--- src/rtl/dds_wave_ctrl_if.sv ---
// Host load stream for the DDS waveform sequencer.
// The host side (master) drives samples and the controller side (slave) returns ready.
interface dds_wave_ctrl_if #(
  parameter int DATA_W = 8
);
  logic [DATA_W-1:0] ld_data;
  logic              ld_valid;
  logic              ld_ready;

  modport master (
    output ld_data,
    output ld_valid,
    input  ld_ready
  );

  modport slave (
    input  ld_data,
    input  ld_valid,
    output ld_ready
  );
endinterface

--- src/rtl/dds_wave_ctrl.sv ---
// DDS waveform RAM sequencer: loads a table from the host stream, then plays it
// back through a phase accumulator with a fixed-latency read pipeline.
module dds_wave_ctrl #(
  parameter int ADDR_W = 14,
  parameter int DATA_W = 8,
  parameter int ACC_W  = 32,
  parameter int RD_LAT = 2
) (
  input  logic              wr_clk,
  input  logic              tb_wr_rst,
  input  logic [ACC_W-1:0]  cfg_freq_word,
  input  logic [ADDR_W-1:0] cfg_phase_off,
  input  logic [ADDR_W:0]   cfg_load_len,
  input  logic              load_start,
  dds_wave_ctrl_if.slave    ld,
  output logic              load_done,
  input  logic              run_en,
  output logic              ram_wr_en,
  output logic [ADDR_W-1:0] ram_wr_addr,
  output logic [DATA_W-1:0] ram_wr_data,
  output logic [ADDR_W-1:0] ram_rd_addr,
  input  logic [DATA_W-1:0] ram_rd_data,
  output logic [DATA_W-1:0] wave_out,
  output logic              wave_valid,
  output logic              busy
);

  typedef enum logic [1:0] {
    ST_IDLE = 2'd0,
    ST_LOAD = 2'd1,
    ST_RUN  = 2'd2
  } state_t;

  localparam logic [ADDR_W:0] CNT_ONE  = {{ADDR_W{1'b0}}, 1'b1};
  localparam logic [ADDR_W:0] FULL_LEN = {1'b1, {ADDR_W{1'b0}}};

  state_t              r_state;
  state_t              w_state_next;

  logic [ADDR_W:0]     r_cnt;
  logic [ADDR_W:0]     r_len;
  logic                r_wr_en;
  logic [ADDR_W-1:0]   r_wr_addr;
  logic [DATA_W-1:0]   r_wr_data;
  logic                r_load_done;

  logic [ACC_W-1:0]    r_acc;
  logic [ADDR_W-1:0]   r_rd_addr;
  logic                r_issue;
  logic [RD_LAT-1:0]   w_iss_vec;
  logic [DATA_W-1:0]   r_wave_out;
  logic                r_wave_valid;

  logic                w_ld_xfer;
  logic                w_load_last;
  logic                w_issue;
  logic                w_busy;
  logic                w_enter_load;
  logic                w_enter_run;

  // Busy covers the FSM and every sample still travelling through the read pipe.
  assign w_busy = (r_state != ST_IDLE) | r_issue | (|w_iss_vec) | r_wave_valid;

  always_ff @(posedge wr_clk or posedge tb_wr_rst) begin
    if (tb_wr_rst) begin
      r_state <= ST_IDLE;
    end else begin
      r_state <= w_state_next;
    end
  end

  always_comb begin
    w_state_next = r_state;
    w_ld_xfer    = 1'b0;
    w_load_last  = 1'b0;
    w_issue      = 1'b0;
    case (r_state)
      ST_IDLE: begin
        if (load_start) begin
          if (!w_busy) begin
            w_state_next = ST_LOAD;
          end
        end else if (run_en) begin
          w_state_next = ST_RUN;
        end
      end
      ST_LOAD: begin
        w_ld_xfer   = ld.ld_valid;
        w_load_last = ld.ld_valid && (r_cnt == (r_len - CNT_ONE));
        if (w_load_last) begin
          w_state_next = ST_IDLE;
        end
      end
      ST_RUN: begin
        if (run_en) begin
          w_issue = 1'b1;
        end else begin
          w_state_next = ST_IDLE;
        end
      end
      default: begin
        w_state_next = ST_IDLE;
      end
    endcase
  end

  assign w_enter_load = (r_state == ST_IDLE) && (w_state_next == ST_LOAD);
  assign w_enter_run  = (r_state == ST_IDLE) && (w_state_next == ST_RUN);

  // Load path: a length of zero selects the whole table.
  always_ff @(posedge wr_clk or posedge tb_wr_rst) begin
    if (tb_wr_rst) begin
      r_cnt       <= '0;
      r_len       <= '0;
      r_wr_en     <= 1'b0;
      r_wr_addr   <= '0;
      r_wr_data   <= '0;
      r_load_done <= 1'b0;
    end else begin
      r_wr_en     <= w_ld_xfer;
      r_load_done <= w_load_last;
      if (w_enter_load) begin
        r_cnt <= '0;
        r_len <= (cfg_load_len == '0) ? FULL_LEN : cfg_load_len;
      end else if (w_ld_xfer) begin
        r_wr_addr <= r_cnt[ADDR_W-1:0];
        r_wr_data <= ld.ld_data;
        r_cnt     <= r_cnt + CNT_ONE;
      end
    end
  end

  // Playback issue: both the accumulator and the offset add wrap silently.
  always_ff @(posedge wr_clk or posedge tb_wr_rst) begin
    if (tb_wr_rst) begin
      r_acc     <= '0;
      r_rd_addr <= '0;
      r_issue   <= 1'b0;
    end else begin
      r_issue <= w_issue;
      if (w_enter_run) begin
        r_acc <= '0;
      end else if (w_issue) begin
        r_rd_addr <= r_acc[ACC_W-1 -: ADDR_W] + cfg_phase_off;
        r_acc     <= r_acc + cfg_freq_word;
      end
    end
  end

  // Issue flag follows the RAM's address and output registers.
  genvar gi;
  generate
    for (gi = 0; gi < RD_LAT; gi++) begin : g_lat
      logic r_stage;
      if (gi == 0) begin : g_first
        always_ff @(posedge wr_clk or posedge tb_wr_rst) begin
          if (tb_wr_rst) begin
            r_stage <= 1'b0;
          end else begin
            r_stage <= r_issue;
          end
        end
      end else begin : g_next
        always_ff @(posedge wr_clk or posedge tb_wr_rst) begin
          if (tb_wr_rst) begin
            r_stage <= 1'b0;
          end else begin
            r_stage <= w_iss_vec[gi-1];
          end
        end
      end
      assign w_iss_vec[gi] = r_stage;
    end
  endgenerate

  always_ff @(posedge wr_clk or posedge tb_wr_rst) begin
    if (tb_wr_rst) begin
      r_wave_out   <= '0;
      r_wave_valid <= 1'b0;
    end else begin
      r_wave_valid <= w_iss_vec[RD_LAT-1];
      if (w_iss_vec[RD_LAT-1]) begin
        r_wave_out <= ram_rd_data;
      end
    end
  end

  assign ld.ld_ready  = (r_state == ST_LOAD);
  assign load_done    = r_load_done;
  assign ram_wr_en    = r_wr_en;
  assign ram_wr_addr  = r_wr_addr;
  assign ram_wr_data  = r_wr_data;
  assign ram_rd_addr  = r_rd_addr;
  assign wave_out     = r_wave_out;
  assign wave_valid   = r_wave_valid;
  assign busy         = w_busy;

endmodule

--- src/flat_wrapper.sv ---
// flat-port wrapper written by rule: the top's interface ports become plain ports
module dds_wave_ctrl_flat 
#(
  parameter int ADDR_W = 14,
  parameter int DATA_W = 8,
  parameter int ACC_W  = 32,
  parameter int RD_LAT = 2
)
  (wr_clk, tb_wr_rst, cfg_freq_word, cfg_phase_off, cfg_load_len, load_start, load_done, run_en, ram_wr_en, ram_wr_addr, ram_wr_data, ram_rd_addr, ram_rd_data, wave_out, wave_valid, busy, ld_ld_data, ld_ld_valid, ld_ld_ready);
  dds_wave_ctrl_if #(.DATA_W(DATA_W)) ld_i ();
  input  logic wr_clk;
  input  logic tb_wr_rst;
  input  logic [ACC_W-1:0] cfg_freq_word;
  input  logic [ADDR_W-1:0] cfg_phase_off;
  input  logic [ADDR_W:0] cfg_load_len;
  input  logic load_start;
  output logic load_done;
  input  logic run_en;
  output logic ram_wr_en;
  output logic [ADDR_W-1:0] ram_wr_addr;
  output logic [DATA_W-1:0] ram_wr_data;
  output logic [ADDR_W-1:0] ram_rd_addr;
  input  logic [DATA_W-1:0] ram_rd_data;
  output logic [DATA_W-1:0] wave_out;
  output logic wave_valid;
  output logic busy;
  input wire logic [$bits(ld_i.ld_data)-1:0] ld_ld_data;
  input wire logic [$bits(ld_i.ld_valid)-1:0] ld_ld_valid;
  output wire logic [$bits(ld_i.ld_ready)-1:0] ld_ld_ready;
  assign ld_i.ld_data = ld_ld_data;
  assign ld_i.ld_valid = ld_ld_valid;
  assign ld_ld_ready = ld_i.ld_ready;
  dds_wave_ctrl #(.ADDR_W(ADDR_W), .DATA_W(DATA_W), .ACC_W(ACC_W), .RD_LAT(RD_LAT)) u_core (.wr_clk(wr_clk), .tb_wr_rst(tb_wr_rst), .cfg_freq_word(cfg_freq_word), .cfg_phase_off(cfg_phase_off), .cfg_load_len(cfg_load_len), .load_start(load_start), .ld(ld_i), .load_done(load_done), .run_en(run_en), .ram_wr_en(ram_wr_en), .ram_wr_addr(ram_wr_addr), .ram_wr_data(ram_wr_data), .ram_rd_addr(ram_rd_addr), .ram_rd_data(ram_rd_data), .wave_out(wave_out), .wave_valid(wave_valid), .busy(busy));
endmodule
--- config.mk ---
export PLATFORM = sky130hd
export DESIGN_NAME = dds_wave_ctrl_flat
export DESIGN_NICKNAME = d
export VERILOG_FILES = /design/src/rtl/dds_wave_ctrl_if.sv /design/src/rtl/dds_wave_ctrl.sv /design/src/flat_wrapper.sv
export SDC_FILE = /design/constraint.sdc
export NUM_CORES = 1
export LEC_CHECK = 0
export BUFFER_PORTS_ARGS = -buffer_cell sky130_fd_sc_hd__buf_2
export CAP_MARGIN = 20
export CORE_MARGIN = 1.5
export CORE_UTILIZATION = 45
export CTS_CLUSTER_SIZE = 20
export DETAILED_ROUTE_END_ITERATION = 10
export GPL_ROUTABILITY_DRIVEN = 0
export PLACE_DENSITY = 0.67
export SYNTH_ARGS = -nofsm -noshare
export SYNTH_HDL_FRONTEND = slang
export SYNTH_SLANG_ARGS = --single-unit
--- constraint.sdc ---
create_clock -name wr_clk -period 4.9 [get_ports wr_clk]
set_clock_uncertainty 0.1 [all_clocks]
set_input_delay 0.98 -clock wr_clk [delete_from_list [all_inputs] [get_ports wr_clk]]
set_output_delay 0.98 -clock wr_clk [all_outputs]
set_load 0.05 [all_outputs]
==> run metrics <==
status=complete, no violations; Post-DRT Antenna Nets=0; CP max stage delay=0.43 ns; reg-to-reg startpoint=u_core.r_acc[0]; Synth Flop Type=dfrtp_1; H-tree depth=4; # IOs=131; Combinational Power Share=0.494; RSZ-0062 raised after global routing=no; worst vdd ir=0.339 mV; TritonCTS clock tree=built; antenna cell count=0; most used cell, CP=o21ai_1; via/cell ratio=5.32; Sequential Power Share=0.290; Worst Setup End Kind=register; gr usage total=0.210; Worst Hold Path EP=u_core.g_lat[1].r_stage; Layout fillers=1,365; worst reg2reg setup slack=1.72 ns; final hold viol count=0; vias post-DR=5,706; Synth Register Bits=114; total power=approximately 5400 uW; Initial Utilization=0.463; drt pass-1 iters=5; cell count after synthesis=749; post-synthesis async set-or-reset flop share=1.00; met1 WL=7.22 mm; Slew @ Worst Pin=slightly below 0.9 ns; Detailed Route Iter0 Violations=251; DR top layer=met4; core box area=0.0146 mm^2; final net count=1,006; TNS Setup=0 ns; Yosys cell types=62; most area-consuming cells after synthesis=dfrtp_1 42%, nand2_1 9.3%, ha_1 8.5%; WS Path Type=primary input to register; chip height=125 um; WL final=15.6 mm; Sw Pwr=2410 uW; Final Setup Violations=0; Final Max Tran Viols=0; vias in the first global route=5,601; clock tree buffer depth=2; PwrDens=662 mW/mm^2; Worst slew margin=0.409; worst flop-to-flop path endpoint=u_core.r_acc[30]; CTS Buf Count=17; post-CTS resize count=0; Crit-path slowest cell=fa_1; final worst path period need=3.46 ns; Die Wd=125 um; clock latency on the worst-skew pair=0.42 ns; Seq/Total Area, Yosys=0.423; Non-Filler Instances=1,073; Hold WC Path Type=register to register; post-synthesis net count=879; Clock Sinks=between 100 and 150; met3 WL post-DR=approximately 700 um; share of layout cells above drive strength 1=0.214; cell breakdown of the critical path=buf_2 > ha_1 > fa_1 > a211oi_1 > o21ai_1 > a31oi_1 > o21ai_1 > a41o_1 > a21o_1 > a211oi_1 > xor2_1 > o21ai_1; Int Pwr=2970 uW; area of the mapped netlist=0.00675 mm^2; die area=approximately 0.016 mm^2; Data required, critical path=5.08 ns; R2R depth=11; hold buffers post-CTS=0; CP max FO=4; hold wc startpoint=u_core.g_lat[0].r_stage; crit path DAT=3.64 ns; hold depth=0; Leak=0.00411 uW; cell taking the most area after synthesis=dfrtp_1; Final Util=0.557; number of setup buffers added after CTS=0; Post-synth EDFFs=0; quantity of I/O buffers inserted on ports=130; Clk network pwr share=0.216; # rows=44; Synth top area share=0.423; Mapped Avg Cell Area=9.01 um^2; DP HPWL=11.1 mm; largest net degree at the start of global routing=56; Worst-path clk slew=0.06 ns; Area Growth Syn to Fin=20.5%; highest clock rate=0.289 GHz; most frequent cell after synthesis=nand2_1; first-pass GRT wire length=between 20 and 30 mm; GR Overflow Total=0; Commonest cells post-synth=167 x nand2_1, 114 x dfrtp_1, 60 x o21ai_0, 46 x ha_1, 45 x nor2_1; drt drc=0; placed instance count=1,041; CTS root buf=clkbuf_16; Sw Share=0.448; Worst Setup Start Kind=primary input; yosys warns=0; Maximum Capacitance Violations=0; initial antenna violation count=0; met2 WL=between 7 and 8 mm; Tcrit/Tclk final=0.707; mean routed wirelength per cell=~15 um
[kinds of logic (layout without fill, tap and decap cells)]
logic type	Yosys count	count (layout)	synth area share
compound gates	171	171	0.161
mux	11	11	0.0196
flops	114	114	0.423
buf+inv	48	188	0.0284
simple gates	285	285	0.184
fa+ha+maj	48	48	0.0912
xor+xnor	72	72	0.0934
[cells in the final DEF, fill, tap and decap left out, types with 6 or more instances in the layout]
cell type	netlist	layout
xnor2_1	29	29
nor2b_1	7	7
dfrtp_1	114	114
nor3_1	12	12
o31ai_1	6	6
ha_1	46	46
nand3_1	12	12
nand4_1	11	11
a21oi_1	34	34
inv_1	19	18
o21ai_0	60	60
clkbuf_16	0	17
nor2_1	45	44
buf_2	2	130
o21bai_1	9	9
mux2_2	8	8
clkinv_4	0	6
a21o_1	12	12
nor4_1	7	7
buf_4	0	6
a211oi_1	6	6
nand2_1	167	167
xor2_1	43	43
[worst max-delay path by stage]
stage	start	endpoint	slack, ns
2_1_floorplan	tb_wr_rst	u_core.g_lat[0].r_stage	0.80
3_3_place_gp	cfg_freq_word[0]	u_core.r_acc[30]	1.10
3_5_place_dp	cfg_freq_word[0]	u_core.r_acc[30]	1.05
4_1_cts	cfg_freq_word[0]	u_core.r_acc[30]	1.46
5_1_grt	cfg_freq_word[0]	u_core.r_acc[24]	1.15
6_report	cfg_freq_word[0]	u_core.r_acc[30]	1.44
[critical path, delay by kind of cell]
family	cells	cell delay (ns)
compound gates	8	1.74
xor+xnor	1	0.17
buf+inv	1	0.10
fa+ha+maj	2	0.65
[registers in the layout, indices dropped and copies added, names as in the netlist, 2 cells and up]
signal,count
u_core.g_lat.r_stage,2
u_core.r_acc,32
u_core.r_cnt,15
u_core.r_len,15
u_core.r_state,2
u_core.ram_rd_addr,14
u_core.ram_wr_addr,14
u_core.ram_wr_data,8
u_core.wave_out,8
[area by class of cell]
cell class                 count  area [um^2]  area share
tap                          184          230      0.0283
sequential                   114         2850       0.351
inverter                      20         77.6     0.00954
multi-input combinational    587         3710       0.457
clock inverter                15          138      0.0169
timing repair buffer         136          696      0.0856
clock buffer                  17          425      0.0523
[metal layers]
layer	vias to the layer above	track usage
li1	2863	-
met1	2706	0.276
met2	125	0.345
met3	12	0.0543
met4	0	0.0555
met5	-	0
[per-stage QoR]
step | setup WS [ns] | hold slack (ns) | cell area, um^2
2_1_floorplan | 0.804 | 0.252 | 6750
3_5_place_dp | 1.05 | 0.268 | 7570
3_3_place_gp | 1.10 | 0.259 | 7570
5_1_grt | 1.15 | 0.301 | 8130
6_report | 1.44 | 0.285 | 8130
4_1_cts | 1.46 | 0.289 | 8130
[power groups by stage]
stage	clock (uW)	combinational (uW)	sequential [uW]
final	1160	2660	1560
after global routing	1240	2960	1610
after CTS	1190	2670	1560
after detailed placement	0	2650	1570
after global placement	0	2620	1570
after floorplan	0	1700	1960
No activity file was read; power rests on OpenSTA's default activity.
